### src/rtl/chk_pkg.sv
// Shared types for the CPU trace checker: instruction classes, mismatch
// record layout and the FIFO pointer-width helper.
package chk_pkg;

    typedef enum logic [2:0] {
        CLS_ADD    = 3'd0,
        CLS_SUB    = 3'd1,
        CLS_AND    = 3'd2,
        CLS_OR     = 3'd3,
        CLS_SLT    = 3'd4,
        CLS_BRANCH = 3'd5,
        CLS_JUMP   = 3'd6,
        CLS_LOAD   = 3'd7
    } chk_class_e;

    typedef struct packed {
        logic [31:0] pc;
        chk_class_e  cls;
        logic [31:0] exp;
        logic [31:0] got;
    } chk_rec_t;

    // One extra bit beyond the address so full and empty are distinguishable.
    function automatic int ptr_width(input int depth);
        return $clog2(depth) + 1;
    endfunction

endpackage

### src/rtl/chk_err_fifo.sv
// Synchronous FIFO of mismatch records with a valid/ready read side.
// A push into a full FIFO succeeds only when the head is popped in the same cycle.
module chk_err_fifo
    import chk_pkg::*;
#(
    parameter int DEPTH = 4
) (
    input  logic     clk,
    input  logic     rst_n,
    input  logic     push,
    input  chk_rec_t push_rec,
    output logic     full,
    output logic     out_valid,
    input  logic     out_ready,
    output chk_rec_t out_rec
);

    localparam int PW = ptr_width(DEPTH);
    localparam int AW = PW - 1;

    logic [PW-1:0] wr_ptr;
    logic [PW-1:0] rd_ptr;
    chk_rec_t      mem [DEPTH];
    logic          empty;
    logic          do_push;
    logic          do_pop;

    assign empty     = (wr_ptr == rd_ptr);
    assign full      = (wr_ptr[AW] != rd_ptr[AW]) && (wr_ptr[AW-1:0] == rd_ptr[AW-1:0]);
    assign out_valid = !empty;
    assign do_pop    = out_valid && out_ready;
    assign do_push   = push && (!full || do_pop);

    // Empty FIFO presents zeros so the outputs read 0 after reset.
    assign out_rec   = empty ? '0 : mem[rd_ptr[AW-1:0]];

    // NOTE: sequential state uses non-blocking assignments so every register
    // samples the pre-edge values regardless of block ordering.
    always_ff @(posedge clk or negedge rst_n) begin
        if (!rst_n) begin
            wr_ptr <= '0;
            rd_ptr <= '0;
        end else begin
            if (do_push) wr_ptr <= wr_ptr + PW'(1);
            if (do_pop)  rd_ptr <= rd_ptr + PW'(1);
        end
    end

    // NOTE: storage is not reset; the pointers alone define what is valid,
    // which keeps the array a plain RAM-style write port.
    always_ff @(posedge clk) begin
        if (do_push) mem[wr_ptr[AW-1:0]] <= push_rec;
    end

endmodule

### config.mk
export PLATFORM = sky130hd
export DESIGN_NAME = chk_err_fifo
export DESIGN_NICKNAME = d
export VERILOG_FILES = /design/src/rtl/chk_pkg.sv /design/src/rtl/chk_err_fifo.sv
export SDC_FILE = /design/constraint.sdc
export NUM_CORES = 1
export LEC_CHECK = 0
export BUFFER_PORTS_ARGS = -buffer_cell sky130_fd_sc_hd__buf_2
export CAP_MARGIN = 15
export CORE_MARGIN = 2
export CORE_UTILIZATION = 49
export DETAILED_ROUTE_END_ITERATION = 12
export PLACE_DENSITY = 0.7
export SETUP_SLACK_MARGIN = 0.05
export SYNTH_ARGS = -nofsm -noshare
export SYNTH_HDL_FRONTEND = slang
export SYNTH_SLANG_ARGS = --single-unit
### constraint.sdc
create_clock -name clk -period 11.6 [get_ports clk]
set_input_delay 3.48 -clock clk [delete_from_list [all_inputs] [get_ports clk]]
set_output_delay 3.48 -clock clk [all_outputs]
set_load 0.02 [all_outputs]
==> impl_metrics.ini <==
[outcome]
outcome = completed

[clocking]
cts_sinks = 402
cts_resized = 0
cts_buffers = 41
cts_hold_buf = 0
clk_latency_ns = 0.52
cts_setup_buffers = 0
cts_buffer_depth = 3
clk_pin_slew_worst_paths_ns = 0.05
root_buffer = clkbuf_16
cts_htree_levels = 2
cts_tree = built

[route]
drt_iter0_markers = 512
postRouteAntennaNets = 0
routedWlPerCell_um = 21.7
route.detailed.drc = 0
vias = 7126
viasPerCell = 5.41
wirelength_mm = 28.6
drt_pre_antenna_iters = 5

[synth]
synthTopCellsByCount = edfxtp_1 (396), mux4_2 (99), nor2b_1 (51)
synth.most_common_cell = edfxtp_1
avgSynthCellArea_sq_um = 23.2
yosys.area.top_type = edfxtp_1
ys.flop_type = edfxtp_1
ys_ff_latch = 402
synth_area_sq_um = 15300
yosys.area.top_type_share_pct = 77.5
syn_nets = 770
syn_inst = 662
yosysWarningCount = 0
ys_types = 21
ys_async_sr_fraction_pct = 1.49
synth-edff-count = 396
synth_seq_area_share_pct = 78.5
synthTopCellsByArea = edfxtp_1 (77%), mux4_2 (15%), and2b_1 (2.3%)

[die]
ios = 204
core_area_sq_um = 30700
die_h_um = 181
die_x_um = 181
start_util_pct = 49.9
std_cell_rows = 64
die_area_sq_um = 32700

[pwr]
p_leak_nw = 6.28
pwr-share-comb_pct = 38.2
switching_share_pct = 34.4
p_per_area_nw_per_um2 = 295
irDropWorstVdd_mv = 0.215
switchingPower_mw = 1.84
seqPwrFrac_pct = 38.4
p_int_mw = 3.50
p_clk_share_pct = 23.4

[place]
dpl.hpwl_mm = 16.2
gp_routability_congestion = 0.697
io_buffers = 203

[grt]
antenna_found_initial = 9
grt_max_degree = 95
overflow = 0
grt_pass1_vias = 7791
grtUsageTotal_pct = 17.8
grt_pass1_wl_mm = 44.6

[critical_path]
slowest_delay_ns = 0.94
worstSetupPathType = reg2out
reg2reg_slack_ns = 7.91
ff2ff_path_depth = 4
crit_buf_inv = 2
r2r_end = mem[2][41]$_DFFE_PP_
critPathCaptureType = output port
worst_path_max_delay_cell = dfrtp_4
cp_cell_sequence = xor2_1 -> nor3_4 -> buf_4 -> nor2b_1 -> buf_2
cp.required_ns = 8.12
crit_fanout = 94
worstSetupStartpointType = register
timing.rr.start = rd_ptr[1]$_DFFE_PN0P_
crit_arrival_ns = 3.56
crit_family = buffers and inverters

[sta]
max_freq_mhz = 142
hold_viol = 0
worstMarginPinSlew_ns = 1.07
finalSetupViolCount = 0
rsz0062_at_grt = false
fin_setup_tns_ns = 0
hold_ws_ns = 0.535
drv_slew = 0
min_period_ns = 7.04
slew-limit-headroom_pct = 28.4
clock_skew_ns = 0.0134
fin_crit_sh_pct = 60.7

[finish]
drive_gt1_share_pct = 41.3
area_delta_synth_final_pct = 18.1
num-fill-cells = 2215
fin_nets = 992

[hold_path]
worstHoldStart = wr_ptr[2]$_DFFE_PN0P_
whs_path_depth = 1
whs_endpoint = wr_ptr[2]$_DFFE_PN0P_
hold_path_class = reg2reg

[run]
cap_violations = 0
power by group through the flow:
stage | sequential (mW) | combinational (mW) | clock (mW)
2_1_floorplan | 2.03 | 1.46 | 0
3_3_place_gp | 2.07 | 2.07 | 0
3_5_place_dp | 2.09 | 2.07 | 0
4_1_cts | 2.06 | 2.09 | 1.28
5_1_grt | 2.08 | 2.20 | 1.34
6_report | 2.05 | 2.04 | 1.25
final cells by class:
class                           count  area (sq um)  area share (%)
Clock buffer                       53          1110            6.14
Tap cell                          396           495            2.73
Clock inverter                     21           185            1.02
Antenna cell                        5          12.5          0.0690
Timing Repair Buffer              211          1080            5.94
Inverter                            4          17.5          0.0967
Sequential cell                   402         12000            66.5
Multi-Input combinational cell    224          3170            17.5
flip-flops by register name, summed over array words and instances (netlist names):
| signal | cells |
|---|---|
| mem | 396 |
| wr_ptr | 3 |
| rd_ptr | 3 |
layout by cell type (no fill, tap or decap), types with 4 or more instances in the layout:
master,synthesis,routed
clkbuf_16,0,43
clkbuf_1,20,10
buf_2,12,203
mux4_2,99,99
buf_4,0,8
ha_1,5,5
nor2b_1,51,51
diode_2,0,5
clkinv_1,0,6
clkinv_2,0,8
edfxtp_1,396,396
dfrtp_1,6,4
and2b_1,48,48
xnor2_1,5,5
through the flow:
step	setup WS, ns	utilization [%]	power [mW]	std cells	cell area, sq um
after global placement	5.08	54.7	4.14	1237	16800
after floorplan	5.20	-	3.50	662	15300
after detailed placement	5.01	54.7	4.16	1237	16800
after CTS	4.44	58.9	5.43	1311	18100
final	4.56	58.9	5.34	1316	18100
after global routing	4.28	58.9	5.62	1311	18100
worst max path at each step:
stage                                from                  end  slack [ns]  cells past startpoint
finish              rd_ptr[1]$_DFFE_PN0P_           out_rec[6]        4.56                      5
global route        rd_ptr[1]$_DFFE_PN0P_           out_rec[6]        4.28                      5
global placement    rd_ptr[1]$_DFFE_PN0P_           out_rec[6]        5.08                      5
floorplan                       out_ready  mem[1][0]$_DFFE_PP_        5.20                      2
CTS                 rd_ptr[1]$_DFFE_PN0P_           out_rec[6]        4.44                      5
detailed placement  rd_ptr[1]$_DFFE_PN0P_           out_rec[6]        5.01                      5
layer usage:
metal | vias to the layer above | track usage [%] | routed length, um
met4 | 10 | 3.80 | 459
met2 | 236 | 28.7 | 13400
met1 | 3660 | 24.7 | 12500
li1 | 3175 | - | -
met3 | 45 | 4.90 | 2060
met5 | - | 0 | 63
cells by family after synthesis:
family	after synthesis	share of synthesized area, %
simple gates	106	4.74
flops	402	78.5
buf+inv	36	0.978
mux	101	14.7
xor+xnor	8	0.457
fa+ha+maj	5	0.408
compound gates	4	0.269
No activity file was read; power rests on OpenSTA's default activity.
